`config.mk`:
```
export PLATFORM = sky130hd
export DESIGN_NAME = ctrl_sequencer_flat
export DESIGN_NICKNAME = d
export VERILOG_FILES = /design/src/rtl/ctrl_sequencer_pkg.sv /design/src/rtl/ctrl_sequencer_if.sv /design/src/rtl/ctrl_sequencer_decode.sv /design/src/rtl/ctrl_sequencer.sv /design/src/flat_wrapper.sv
export SDC_FILE = /design/constraint.sdc
export NUM_CORES = 1
export LEC_CHECK = 0
export ABC_AREA = 1
export BUFFER_PORTS_ARGS = -buffer_cell sky130_fd_sc_hd__buf_2
export CAP_MARGIN = 30
export CORE_MARGIN = 1
export CORE_UTILIZATION = 50
export CTS_CLUSTER_SIZE = 24
export DETAILED_ROUTE_END_ITERATION = 10
export GPL_TIMING_DRIVEN = 0
export PLACE_DENSITY = 0.9
export SYNTH_ARGS = -nofsm -noshare
export SYNTH_HDL_FRONTEND = slang
export SYNTH_SLANG_ARGS = --single-unit
export TNS_END_PERCENT = 20
```
`constraint.sdc`:
```
create_clock -name Clock -period 2.55 [get_ports Clock]
set_input_delay 0.1275 -clock Clock [delete_from_list [all_inputs] [get_ports Clock]]
set_output_delay 0.1275 -clock Clock [all_outputs]
set_load 0.005 [all_outputs]
```
`src/rtl/ctrl_sequencer_pkg.sv`:
```
`default_nettype none
//------------------------------------------------------------------------------
// ctrl_pkg : opcodes, FSM state encoding and ALU strobe indices for ctrl_sequencer
// Revision : 1.0
//------------------------------------------------------------------------------
package ctrl_pkg;

  localparam int OPC_ADD  = 3;
  localparam int OPC_SUB  = 4;
  localparam int OPC_SHR  = 5;
  localparam int OPC_SHL  = 6;
  localparam int OPC_ROR  = 7;
  localparam int OPC_ROL  = 8;
  localparam int OPC_AND  = 9;
  localparam int OPC_OR   = 10;
  localparam int OPC_MUL  = 14;
  localparam int OPC_DIV  = 15;
  localparam int OPC_NEG  = 16;
  localparam int OPC_NOT  = 17;
  localparam int OPC_NOP  = 26;
  localparam int OPC_HALT = 27;

  typedef enum logic [3:0] {
    ST_IDLE   = 4'd0,
    ST_T0     = 4'd1,
    ST_T1     = 4'd2,
    ST_T2     = 4'd3,
    ST_T3     = 4'd4,
    ST_T4     = 4'd5,
    ST_T5     = 4'd6,
    ST_T6     = 4'd7,
    ST_HALTED = 4'd8
  } state_t;

  localparam int NUM_OPS = 12;
  localparam int OPI_ADD = 0;
  localparam int OPI_SUB = 1;
  localparam int OPI_SHR = 2;
  localparam int OPI_SHL = 3;
  localparam int OPI_ROR = 4;
  localparam int OPI_ROL = 5;
  localparam int OPI_AND = 6;
  localparam int OPI_OR  = 7;
  localparam int OPI_MUL = 8;
  localparam int OPI_DIV = 9;
  localparam int OPI_NEG = 10;
  localparam int OPI_NOT = 11;

  // Strobe index for an executable opcode, -1 for anything without an ALU op.
  function automatic int op_index(input int opc);
    case (opc)
      OPC_ADD: return OPI_ADD;
      OPC_SUB: return OPI_SUB;
      OPC_SHR: return OPI_SHR;
      OPC_SHL: return OPI_SHL;
      OPC_ROR: return OPI_ROR;
      OPC_ROL: return OPI_ROL;
      OPC_AND: return OPI_AND;
      OPC_OR:  return OPI_OR;
      OPC_MUL: return OPI_MUL;
      OPC_DIV: return OPI_DIV;
      OPC_NEG: return OPI_NEG;
      OPC_NOT: return OPI_NOT;
      default: return -1;
    endcase
  endfunction

endpackage
`default_nettype wire

```
`src/rtl/ctrl_sequencer_if.sv`:
```
`default_nettype none
//------------------------------------------------------------------------------
// ctrl_sequencer_if : sequencer <-> datapath control bundle
// Revision : 1.0
//------------------------------------------------------------------------------
interface ctrl_sequencer_if #(
  parameter int BITS      = 32,
  parameter int REGISTERS = 16,
  parameter int CNTW      = 16
);
  logic                 run;
  logic                 hold;
  logic [BITS-1:0]      IR;

  logic PCout, MARin, IncPC, RZin, PCin, Read, MDRin;
  logic Zlowout, Zhighout, MDRout, IRin, RYin, LOin, HIin;
  logic ADD, SUB, SHR, SHL, ROR, ROL, AND, OR, MUL, DIV, NEGATE, NOT;
  logic [REGISTERS-1:0] GPRin;
  logic [REGISTERS-1:0] GPRout;
  logic                 busy;
  logic                 done;
  logic                 illegal;
  logic [CNTW-1:0]      instr_count;

  modport master (
    input  run, hold, IR,
    output PCout, MARin, IncPC, RZin, PCin, Read, MDRin,
           Zlowout, Zhighout, MDRout, IRin, RYin, LOin, HIin,
           ADD, SUB, SHR, SHL, ROR, ROL, AND, OR, MUL, DIV, NEGATE, NOT,
           GPRin, GPRout, busy, done, illegal, instr_count
  );

  modport slave (
    output run, hold, IR,
    input  PCout, MARin, IncPC, RZin, PCin, Read, MDRin,
           Zlowout, Zhighout, MDRout, IRin, RYin, LOin, HIin,
           ADD, SUB, SHR, SHL, ROR, ROL, AND, OR, MUL, DIV, NEGATE, NOT,
           GPRin, GPRout, busy, done, illegal, instr_count
  );
endinterface
`default_nettype wire

```
`src/rtl/ctrl_sequencer_decode.sv`:
```
`default_nettype none
//------------------------------------------------------------------------------
// ctrl_decode : combinational IR field and opcode-class decode
// Revision : 1.0
//------------------------------------------------------------------------------
module ctrl_decode
  import ctrl_pkg::*;
#(
  parameter int BITS      = 32,
  parameter int REGISTERS = 16,
  parameter int OPW       = 5,
  parameter int RW        = 4
) (
  input  logic [BITS-1:0]    IR,
  output logic [NUM_OPS-1:0] op_onehot,
  output logic               is_muldiv,
  output logic               is_unary,
  output logic               is_nop,
  output logic               is_halt,
  output logic               is_illegal,
  output logic [RW-1:0]      ra,
  output logic [RW-1:0]      rb,
  output logic [RW-1:0]      rc
);

  logic [OPW-1:0] opcode;
  int             opc;
  int             idx;
  logic           ra_bad, rb_bad, rc_bad;

  always_comb begin
    opcode    = IR[BITS-1 -: OPW];
    ra        = IR[BITS-OPW-1 -: RW];
    rb        = IR[BITS-OPW-RW-1 -: RW];
    rc        = IR[BITS-OPW-2*RW-1 -: RW];
    opc       = int'(opcode);
    idx       = op_index(opc);
    op_onehot = '0;
    for (int i = 0; i < NUM_OPS; i++) begin
      op_onehot[i] = (idx == i);
    end
    is_nop    = (opc == OPC_NOP);
    is_halt   = (opc == OPC_HALT);
    is_muldiv = (opc == OPC_MUL) || (opc == OPC_DIV);
    is_unary  = (opc == OPC_NEG) || (opc == OPC_NOT);
    ra_bad    = (int'(ra) >= REGISTERS);
    rb_bad    = (int'(rb) >= REGISTERS);
    rc_bad    = (int'(rc) >= REGISTERS);
    // Unary ops never read Rc, so its field is free to hold anything.
    is_illegal = (idx < 0 && !is_nop && !is_halt) ||
                 (idx >= 0 && (ra_bad || rb_bad || (!is_unary && rc_bad)));
  end

  generate
    if (BITS > OPW + 3*RW) begin : g_unused_low
      logic unused_low_bits;
      assign unused_low_bits = ^IR[BITS-OPW-3*RW-1:0];
    end
  endgenerate

endmodule
`default_nettype wire

```
`src/rtl/ctrl_sequencer.sv`:
```
`default_nettype none
//------------------------------------------------------------------------------
// ctrl_sequencer : hardwired Moore control FSM (fetch / decode / execute)
// Revision : 1.0
//------------------------------------------------------------------------------
module ctrl_sequencer
  import ctrl_pkg::*;
#(
  parameter int BITS      = 32,
  parameter int REGISTERS = 16,
  parameter int OPW       = 5,
  parameter int RW        = 4,
  parameter int CNTW      = 16
) (
  input  logic               Clock,
  input  logic               reset,
  ctrl_sequencer_if.master   bus
);

  state_t               state;
  state_t               next_state;
  logic [CNTW-1:0]      retired;
  logic                 illegal_flag;
  logic                 retire;
  logic                 done_pulse;

  logic [NUM_OPS-1:0]   op_onehot;
  logic                 is_muldiv, is_unary, is_nop, is_halt, is_illegal;
  logic [RW-1:0]        ra, rb, rc;

  ctrl_decode #(
    .BITS      (BITS),
    .REGISTERS (REGISTERS),
    .OPW       (OPW),
    .RW        (RW)
  ) u_decode (
    .IR         (bus.IR),
    .op_onehot  (op_onehot),
    .is_muldiv  (is_muldiv),
    .is_unary   (is_unary),
    .is_nop     (is_nop),
    .is_halt    (is_halt),
    .is_illegal (is_illegal),
    .ra         (ra),
    .rb         (rb),
    .rc         (rc)
  );

  function automatic logic [REGISTERS-1:0] reg_onehot(input logic [RW-1:0] idx);
    logic [REGISTERS-1:0] v;
    v = '0;
    for (int i = 0; i < REGISTERS; i++) begin
      if (int'(idx) == i) v[i] = 1'b1;
    end
    return v;
  endfunction

  assign retire     = (state == ST_T3 && is_nop) ||
                      (state == ST_T5 && !is_muldiv) ||
                      (state == ST_T6);
  assign done_pulse = retire && !bus.hold;

  always_ff @(posedge Clock or posedge reset) begin
    if (reset) state <= ST_IDLE;
    else       state <= next_state;
  end

  always_comb begin
    next_state = state;
    if (!bus.hold) begin
      case (state)
        ST_IDLE:   if (bus.run) next_state = ST_T0;
        ST_T0:     next_state = ST_T1;
        ST_T1:     next_state = ST_T2;
        ST_T2:     next_state = ST_T3;
        ST_T3: begin
          if (is_nop)                     next_state = bus.run ? ST_T0 : ST_IDLE;
          else if (is_halt || is_illegal) next_state = ST_HALTED;
          else                            next_state = ST_T4;
        end
        ST_T4:     next_state = ST_T5;
        ST_T5:     next_state = is_muldiv ? ST_T6 : (bus.run ? ST_T0 : ST_IDLE);
        ST_T6:     next_state = bus.run ? ST_T0 : ST_IDLE;
        ST_HALTED: next_state = ST_HALTED;
        default:   next_state = ST_IDLE;
      endcase
    end
  end

  always_ff @(posedge Clock or posedge reset) begin
    if (reset) begin
      retired      <= '0;
      illegal_flag <= 1'b0;
    end else if (!bus.hold) begin
      if (retire) retired <= retired + 1'b1;
      if (state == ST_T3 && is_illegal) illegal_flag <= 1'b1;
    end
  end

  always_comb begin
    bus.PCout    = 1'b0;  bus.MARin   = 1'b0;  bus.IncPC  = 1'b0;
    bus.RZin     = 1'b0;  bus.PCin    = 1'b0;  bus.Read   = 1'b0;
    bus.MDRin    = 1'b0;  bus.Zlowout = 1'b0;  bus.Zhighout = 1'b0;
    bus.MDRout   = 1'b0;  bus.IRin    = 1'b0;  bus.RYin   = 1'b0;
    bus.LOin     = 1'b0;  bus.HIin    = 1'b0;
    bus.ADD      = 1'b0;  bus.SUB     = 1'b0;  bus.SHR    = 1'b0;
    bus.SHL      = 1'b0;  bus.ROR     = 1'b0;  bus.ROL    = 1'b0;
    bus.AND      = 1'b0;  bus.OR      = 1'b0;  bus.MUL    = 1'b0;
    bus.DIV      = 1'b0;  bus.NEGATE  = 1'b0;  bus.NOT    = 1'b0;
    bus.GPRin    = '0;
    bus.GPRout   = '0;
    case (state)
      ST_T0: begin
        bus.PCout = 1'b1; bus.MARin = 1'b1; bus.IncPC = 1'b1; bus.RZin = 1'b1;
      end
      ST_T1: begin
        bus.Zlowout = 1'b1; bus.PCin = 1'b1; bus.Read = 1'b1; bus.MDRin = 1'b1;
      end
      ST_T2: begin
        bus.MDRout = 1'b1; bus.IRin = 1'b1;
      end
      ST_T3: begin
        if (!(is_nop || is_halt || is_illegal)) begin
          bus.GPRout = reg_onehot(rb);
          bus.RYin   = 1'b1;
        end
      end
      ST_T4: begin
        bus.GPRout = is_unary ? reg_onehot(rb) : reg_onehot(rc);
        bus.RZin   = 1'b1;
        bus.ADD    = op_onehot[OPI_ADD];
        bus.SUB    = op_onehot[OPI_SUB];
        bus.SHR    = op_onehot[OPI_SHR];
        bus.SHL    = op_onehot[OPI_SHL];
        bus.ROR    = op_onehot[OPI_ROR];
        bus.ROL    = op_onehot[OPI_ROL];
        bus.AND    = op_onehot[OPI_AND];
        bus.OR     = op_onehot[OPI_OR];
        bus.MUL    = op_onehot[OPI_MUL];
        bus.DIV    = op_onehot[OPI_DIV];
        bus.NEGATE = op_onehot[OPI_NEG];
        bus.NOT    = op_onehot[OPI_NOT];
      end
      ST_T5: begin
        bus.Zlowout = 1'b1;
        if (is_muldiv) bus.LOin  = 1'b1;
        else           bus.GPRin = reg_onehot(ra);
      end
      ST_T6: begin
        bus.Zhighout = 1'b1; bus.HIin = 1'b1;
      end
      default: ;
    endcase
  end

  assign bus.busy    = (state != ST_IDLE) && (state != ST_HALTED);
  assign bus.done    = done_pulse;
  assign bus.illegal = illegal_flag;
  // The retiring instruction is already counted during its own retire cycle.
  assign bus.instr_count = retired + {{(CNTW-1){1'b0}}, done_pulse};

endmodule
`default_nettype wire
```
`src/flat_wrapper.sv`:
```
// flat-port wrapper written by rule: the top's interface ports become plain ports
module ctrl_sequencer_flat import ctrl_pkg::*;
#(
  parameter int BITS      = 32,
  parameter int REGISTERS = 16,
  parameter int OPW       = 5,
  parameter int RW        = 4,
  parameter int CNTW      = 16
)
  (Clock, reset, bus_run, bus_hold, bus_IR, bus_PCout, bus_MARin, bus_IncPC, bus_RZin, bus_PCin, bus_Read, bus_MDRin, bus_Zlowout, bus_Zhighout, bus_MDRout, bus_IRin, bus_RYin, bus_LOin, bus_HIin, bus_ADD, bus_SUB, bus_SHR, bus_SHL, bus_ROR, bus_ROL, bus_AND, bus_OR, bus_MUL, bus_DIV, bus_NEGATE, bus_NOT, bus_GPRin, bus_GPRout, bus_busy, bus_done, bus_illegal, bus_instr_count);
  ctrl_sequencer_if #(.BITS(BITS), .REGISTERS(REGISTERS), .CNTW(CNTW)) bus_i ();
  input  logic Clock;
  input  logic reset;
  input wire logic [$bits(bus_i.run)-1:0] bus_run;
  input wire logic [$bits(bus_i.hold)-1:0] bus_hold;
  input wire logic [$bits(bus_i.IR)-1:0] bus_IR;
  output wire logic [$bits(bus_i.PCout)-1:0] bus_PCout;
  output wire logic [$bits(bus_i.MARin)-1:0] bus_MARin;
  output wire logic [$bits(bus_i.IncPC)-1:0] bus_IncPC;
  output wire logic [$bits(bus_i.RZin)-1:0] bus_RZin;
  output wire logic [$bits(bus_i.PCin)-1:0] bus_PCin;
  output wire logic [$bits(bus_i.Read)-1:0] bus_Read;
  output wire logic [$bits(bus_i.MDRin)-1:0] bus_MDRin;
  output wire logic [$bits(bus_i.Zlowout)-1:0] bus_Zlowout;
  output wire logic [$bits(bus_i.Zhighout)-1:0] bus_Zhighout;
  output wire logic [$bits(bus_i.MDRout)-1:0] bus_MDRout;
  output wire logic [$bits(bus_i.IRin)-1:0] bus_IRin;
  output wire logic [$bits(bus_i.RYin)-1:0] bus_RYin;
  output wire logic [$bits(bus_i.LOin)-1:0] bus_LOin;
  output wire logic [$bits(bus_i.HIin)-1:0] bus_HIin;
  output wire logic [$bits(bus_i.ADD)-1:0] bus_ADD;
  output wire logic [$bits(bus_i.SUB)-1:0] bus_SUB;
  output wire logic [$bits(bus_i.SHR)-1:0] bus_SHR;
  output wire logic [$bits(bus_i.SHL)-1:0] bus_SHL;
  output wire logic [$bits(bus_i.ROR)-1:0] bus_ROR;
  output wire logic [$bits(bus_i.ROL)-1:0] bus_ROL;
  output wire logic [$bits(bus_i.AND)-1:0] bus_AND;
  output wire logic [$bits(bus_i.OR)-1:0] bus_OR;
  output wire logic [$bits(bus_i.MUL)-1:0] bus_MUL;
  output wire logic [$bits(bus_i.DIV)-1:0] bus_DIV;
  output wire logic [$bits(bus_i.NEGATE)-1:0] bus_NEGATE;
  output wire logic [$bits(bus_i.NOT)-1:0] bus_NOT;
  output wire logic [$bits(bus_i.GPRin)-1:0] bus_GPRin;
  output wire logic [$bits(bus_i.GPRout)-1:0] bus_GPRout;
  output wire logic [$bits(bus_i.busy)-1:0] bus_busy;
  output wire logic [$bits(bus_i.done)-1:0] bus_done;
  output wire logic [$bits(bus_i.illegal)-1:0] bus_illegal;
  output wire logic [$bits(bus_i.instr_count)-1:0] bus_instr_count;
  assign bus_i.run = bus_run;
  assign bus_i.hold = bus_hold;
  assign bus_i.IR = bus_IR;
  assign bus_PCout = bus_i.PCout;
  assign bus_MARin = bus_i.MARin;
  assign bus_IncPC = bus_i.IncPC;
  assign bus_RZin = bus_i.RZin;
  assign bus_PCin = bus_i.PCin;
  assign bus_Read = bus_i.Read;
  assign bus_MDRin = bus_i.MDRin;
  assign bus_Zlowout = bus_i.Zlowout;
  assign bus_Zhighout = bus_i.Zhighout;
  assign bus_MDRout = bus_i.MDRout;
  assign bus_IRin = bus_i.IRin;
  assign bus_RYin = bus_i.RYin;
  assign bus_LOin = bus_i.LOin;
  assign bus_HIin = bus_i.HIin;
  assign bus_ADD = bus_i.ADD;
  assign bus_SUB = bus_i.SUB;
  assign bus_SHR = bus_i.SHR;
  assign bus_SHL = bus_i.SHL;
  assign bus_ROR = bus_i.ROR;
  assign bus_ROL = bus_i.ROL;
  assign bus_AND = bus_i.AND;
  assign bus_OR = bus_i.OR;
  assign bus_MUL = bus_i.MUL;
  assign bus_DIV = bus_i.DIV;
  assign bus_NEGATE = bus_i.NEGATE;
  assign bus_NOT = bus_i.NOT;
  assign bus_GPRin = bus_i.GPRin;
  assign bus_GPRout = bus_i.GPRout;
  assign bus_busy = bus_i.busy;
  assign bus_done = bus_i.done;
  assign bus_illegal = bus_i.illegal;
  assign bus_instr_count = bus_i.instr_count;
  ctrl_sequencer #(.BITS(BITS), .REGISTERS(REGISTERS), .OPW(OPW), .RW(RW), .CNTW(CNTW)) u_core (.Clock(Clock), .reset(reset), .bus(bus_i));
endmodule
```
==> summary.md, run 1 <==
| Metric | Value |
|---|---|
| Clk Latency, worst-skew pair | roughly 0.28 ns |
| CTS Buf Count | 3 |
| Detail Route Antenna Nets | 0 |
| Worst EP arrival | about 2.4 ns |
| Worst Setup End Kind | primary output |
| Die ar. | 0.005816 sq mm |
| Final-report setup violation count | 0 |
| Largest net degree at the start of global routing | 22 |
| Leakage | just over 0.002 uW |
| Met3 Track Usage GR | 3.713% |
| Number of remaining DRC errors | 0 |
| Synthesized area per cell | slightly below 6 sq um |
| First-pass GRT wire length | ~14 mm |
| FILL cells | ~470 |
| Final Wtd Congestion | ~0.96 |
| Initial DRC count | 258 |
| Root Buffer | clkbuf_8 |
| Die Wd | about 76 um |
| Layout cell share with drive strength beyond 1 | around 29% |
| Max IR drop VDD | around 0.33 mV |
| Final Core Density | between 60% and 70% |
| Drt wl/cell | 12.46 um |
| Met1 Usage GRT | roughly 34% |
| Compound-cell area share of the yosys netlist | 10.75% |
| Syn Nets | between 500 and 600 |
| Tot GR Track Use | about 28% |
| Slew margin rel. | between 40% and 50% |
| Worst-path fanout max | 10 |
| Met2 usage | between 50% and 60% |
| Yosys cell types | 34 |
| Outcome | finished clean |
| Starting Density | 52.98% |
| Slowest stage cell, crit path | dfrtp_2 |
| Mapped Cells | between 400 and 500 |
| Layout Area Growth over Synthesis | 28.04% |
| Post-synthesis simple-gate area fraction | 43.97% |
| Synthesis warning total | 0 |
| Final Slew Violations | 0 |
| Top cell by count, worst path | nand3_2 |
| Register area | around 530 sq um |
| Min Tclk post-route | approximately 2.5 ns |
| Synth Register Bits | 21 |
| CP Launch Type | register |
| Initial antenna violation count | 0 |
| Crit-path cells | nor2_4 -> inv_2 -> nor2_8 -> nand2_2 -> nand3_2 -> nand2_4 -> clkinv_8 -> ha_1 -> nand3_2 -> nor2_4 -> nand3_2 -> nor2_2 -> xor2_1 -> buf_2 |
| DR pass1 iterations | 5 |
| Dominant cells by area after synthesis | dfrtp_1, nand2_1, nor2_1 |
| Hold bufs inserted after CTS | 0 |
| Mapped Area | around 0.0028 sq mm |
| Worst Skew | 0.01404 ns |
| Via count | between 3k and 4k |
| GRT busiest layer | met2 |
| Rows | 26 |
| Design Area, Final | around 0.0035 sq mm |
| Largest family of logic cells by synthesized area | simple AND/OR/NAND/NOR gates |
| Max incr delay on CP | roughly 0.45 ns |
| Vias per cell | 5.321 |
| Final net count | about 630 |
| Number of port buffers | 95 |
| Final wirelength | about 8.1 mm |
| Hold Crit Class | input pin to asynchronous set/reset pin |
| Final hold vios | 0 |
| # diodes | 0 |
| Placed Area | between 0.003 and 0.004 sq mm |
| Core area | between 0.005 and 0.006 sq mm |
| CP bufs+invs | 3 |
| Top cell type's share of synthesized area | 19.06% |
| Top delay family on crit path | simple AND/OR/NAND/NOR gates |
| CTS clk-pin slew, worst paths | approximately 0.090 ns |
| I/O pin total | approximately 110 |
| CTS sink count | 21 |
| Grt total ovfl | 0 |
| PD cells | about 480 mW/mm^2 |
| CTS tree | yes |
| Mux cell area share after synthesis | 0% |
| Clock Path Buffers | 2 |
| RSZ-0062 raised after global routing | yes |
| Post-DP HPWL | roughly 6.0 mm |
| WP data required | about 2.4 ns |
| Max cap viols | 0 |
| Vias in the first global route | between 3k and 4k |
| Hold Slack | a little under 0.009 ns |
| Seq/Total Area, Yosys | roughly a fifth |
| Post-synthesis xor/xnor area fraction | between 8 and 9% |
| Worst slew pin tran | about 0.85 ns |
| Dominant cell type by area after synthesis | dfrtp_1 |
| H-tree levels | 1 |
| Multi-input logic area | a little under 0.002 sq mm |
| Type of the worst setup path | register to primary output |
| Die height | between 70 and 80 um |
| Synth Area in Adders | 4.991% |
| Fmax | a little over 400 MHz |
| R2r setup slk | around 0.95 ns |
| Tcrit/Tclk final | approximately 100% |
## layer usage
metal / share of wire (%) / wire (um) / up-vias
met1: 42 / 3392 / 1617
met3: 5.5 / 452 / 19
met5: 0 / 0 / -
li1: - / - / 1697
met2: 51 / 4149 / 147
met4: 1.9 / 153 / 0
## synthesized netlist by cell type
cell,instances
a21oi_2,1
nor2_8,1
buf_6,2
nor2_4,1
inv_1,46
nand2_2,3
buf_2,2
o21ai_1,3
nand2_1,134
inv_2,5
buf_1,1
nor2_2,3
a21oi_1,5
xor2_1,17
ha_1,11
buf_4,8
clkbuf_2,4
xnor2_1,10
inv_6,1
inv_4,1
a21o_1,1
nand2_4,2
nand3_1,38
nor3_2,1
nor3_1,5
clkbuf_1,3
nand3b_4,1
nand3_2,2
o21ai_0,48
and3_1,1
buf_8,1
dfrtp_1,21
nand4_1,5
nor2_1,84
## sequential cells by signal, indices dropped and copies added, names as in the netlist
register            count
u_core.retired         16
u_core.state            4
u_core.bus.illegal      1
## final timing paths
path | from | to | cells past startpoint
setup / recovery | u_core.state[1] | bus_instr_count[15] | 14
max in group asynchronous | reset | u_core.state[2] | 2
min in group Clock | bus_hold | u_core.state[2] | 3
setup reg to reg | u_core.retired[6] | u_core.retired[13] | 8
hold / removal | reset | u_core.retired[6] | 2
hold reg to reg | u_core.bus.illegal | u_core.bus.illegal | 1
## cell type report
class                      count  area share [%]
multi-input combinational    377           55.07
timing repair buffer         109           16.44
sequential                    21           15.02
inverter                      53           6.060
buffer                        20           3.614
tap                           70           2.481
clock buffer                   3           1.169
clock inverter                 1          0.1417
## power breakdown
group	leakage (uW)	total [uW]	switching [uW]	internal, uW
clock	0.0000255	232	123	110
sequential	0.000275	492	86.3	405
combinational	0.00173	966	552	414
total	0.00203	1690	761	929
## stage by stage
step	TNS [ns]	cells	total power [uW]	worst slack, ns
5_1_grt	-0.07221	654	1831	-0.03161
2_1_floorplan	0	472	1060	0.3513
3_5_place_dp	-0.4338	637	1334	-0.1316
6_report	0	654	1690	0.07370
4_1_cts	0	646	1630	0.01306
3_3_place_gp	-0.1513	637	1310	-0.09084
## timing repair
item | CTS | global route
endpoints found under the setup margin | 12 | 10
gates resized for setup | 16 | 7
setup buffers | 6 | 8
pin swaps | 4 | 6
## cells by family (layout without fill, tap and decap cells)
logic type,Yosys count,in the layout
compound gates,58,58
xor+xnor,27,27
fa+ha+maj,11,11
buf+inv,74,186
flops,21,21
simple gates,281,281
## layout by cell type, fill, tap and decap left out, types with 4 or more instances in the layout
cell and count:
nand2_1 133, buf_2 97, nor2_1 79, o21ai_0 48
inv_1 45, nand3_1 35, buf_4 22, xor2_1 17
dfrtp_1 17, xnor2_1 10, ha_1 9, inv_2 6
nor2_2 6, nand3_2 5, nand4_1 5, a21oi_1 5
clkbuf_2 4, nor3_1 4, dfrtp_2 4
Note: power is estimated with default switching activity, not from simulation.
==> run 2, diff against run 1 <==
MAX_ROUTING_LAYER = met4   (was not set)
SLEW_MARGIN = 20   (was not set)
==> summary.md, run 2 (same netlist as run 1, synthesis figures left out) <==
| Metric | Value |
|---|---|
| Max IR drop VDD | 0.3357 mV |
| Worst Skew | ~0.0018 ns |
| RSZ-0062 raised after global routing | yes |
| Rows | 26 |
| Hold Crit Class | input pin to register |
| Vias in the first global route | around 3.1k |
| Final Core Density | around 70% |
| Clock power share | a little over an eighth |
| Type of the worst setup path | register to primary output |
| Final std cells w/o fill | around 650 |
| Root Buffer | clkbuf_8 |
| Fmax | roughly 410 MHz |
| Worst-path fanout max | 10 |
| DR pass1 iterations | 5 |
| CTS clk-pin slew, worst paths | ~0.080 ns |
| Outcome | finished clean |
| Pre-CTS setup slack | -0.1228 ns |
| CTS tree | yes |
| FILL cells | ~460 |
| Die height | between 70 and 80 um |
| Core area | approximately 0.0052 sq mm |
| Reg power frac | about 30% |
| Hold Slack | 0.08424 ns |
| Largest net degree at the start of global routing | 22 |
| Final net count | about 630 |
| Slew margin rel. | around two thirds |
| Post-DP HPWL | approximately 5.8 mm |
| Net Switching | approximately 780 uW |
| Tot GR Track Use | between 20% and 30% |
| Clk Latency, worst-skew pair | 0.27 ns |
| Switching Fraction | between 40% and 50% |
| Vias per cell | about 5.2 |
| Clock Path Buffers | 2 |
| Final worst setup slack | around 0.11 ns |
| Final hold vios | 0 |
| PD cells | between 400 and 500 mW/mm^2 |
| Final wirelength | between 7 and 8 mm |
| First-pass GRT wire length | 13.27 mm |
| WP data required | between 2 and 2.5 ns |
| # diodes | 0 |
| Number of remaining DRC errors | 0 |
| Number of port buffers | 95 |
| Pint | around 930 uW |
| Most frequent cells in the layout | nand2_1, buf_2, nor2_1 |
| Worst EP arrival | 2.32 ns |
| Largest register by flop count | u_core.retired |
| Die ar. | between 0.005 and 0.006 sq mm |
| R2r setup slk | around 0.88 ns |
| Tcrit/Tclk final | 95.83% |
| Via count | 3,409 |
| Worst Setup End Kind | primary output |
| Starting Density | between 50% and 60% |
| H-tree levels | 1 |
| Final-report setup violation count | 0 |
| Final Wtd Congestion | between 0.9 and 1 |
| Leading cell type in the layout, fill and taps excluded | nand2_1 |
| CP Launch Type | register |
| Power share of the combinational group | 56.9% |
| I/O pin total | roughly 110 |
| Max cap viols | 0 |
| Die Wd | about 76 um |
| Final Slew Violations | 0 |
| Grt total ovfl | 0 |
| Dpl cells | 637 |
| Min Tclk post-route | 2.444 ns |
| Initial antenna violation count | 0 |
| CTS Buf Count | 3 |
| Leakage | approximately 0.0020 uW |
| CTS sink count | 21 |
| Layout cell share with drive strength beyond 1 | between 20% and 30% |
| Layout Area Growth over Synthesis | 29.85% |
| Detail Route Antenna Nets | 0 |
| Max FFs per register | 16 |
| Initial DRC count | between 300 and 400 |
| Worst slew pin tran | about 0.48 ns |
| Drt wl/cell | about 12 um |
==> run 2: per-layer routing <==
metal	vias to the layer above	track usage (%)	routed length [um]
met4	0	7.500	195
met2	157	50.72	3901
met1	1515	32.20	3322
met3	28	3.473	526
li1	1709	-	-
met5	-	-	0
==> run 2: path summary, 6_finish.rpt <==
check	cells past startpoint	end	from
setup / recovery	14	bus_instr_count[12]	u_core.state[1]
hold / removal	3	u_core.state[2]	bus_hold
setup reg to reg	10	u_core.retired[7]	u_core.state[1]
hold reg to reg	1	u_core.bus.illegal	u_core.bus.illegal
max in group asynchronous	4	u_core.state[1]	reset
min in group asynchronous	3	u_core.retired[12]	reset
==> run 2: repair_timing <==
action,4_1_cts,5_1_grt
hold endpoints to repair,0,9
pin swaps,4,4
setup buffers,6,5
resized for setup,19,11
hold buffers,0,1
endpoints found under the setup margin,12,9
==> run 2: power groups by stage <==
stage,combinational (uW),clock (uW),sequential [uW]
floorplan,584,0,476
global placement,817,0,494
detailed placement,836,0,497
CTS,921,237,492
global route,1080,246,515
finish,970,234,502
==> run 2: area by class of cell <==
class                      count  area (sq um)  area share, %
clock inverter                 1         5.005         0.1398
sequential                    21         530.5          14.81
timing repair buffer         108         583.1          16.28
clock buffer                   3         41.29          1.153
buffer                        20         127.6          3.564
multi-input combinational    377          1992          55.63
inverter                      53         214.0          5.975
tap                           70         87.58          2.446
==> run 2: worst max-delay path: stages (launching register included) <==
cell,delay (ns)
dfrtp_2,0.44
buf_4,0.15
nand2_1,0.16
nor2_4,0.05
nand2_1,0.10
nand3_2,0.09
nand2_4,0.12
clkinv_8,0.09
ha_4,0.17
ha_4,0.17
nand2_4,0.10
nor3_4,0.05
nand2_1,0.08
xor2_1,0.13
buf_2,0.13
==> run 2: through the flow <==
stage                     cell area [sq um]   TNS, ns  total power (uW)
after floorplan                        2758         0              1060
after global placement                 3321   -0.1553              1311
after detailed placement               3321   -0.3246              1333
after CTS                              3473         0              1649
after global routing                   3581  -0.07356              1843
final                                  3581         0              1706
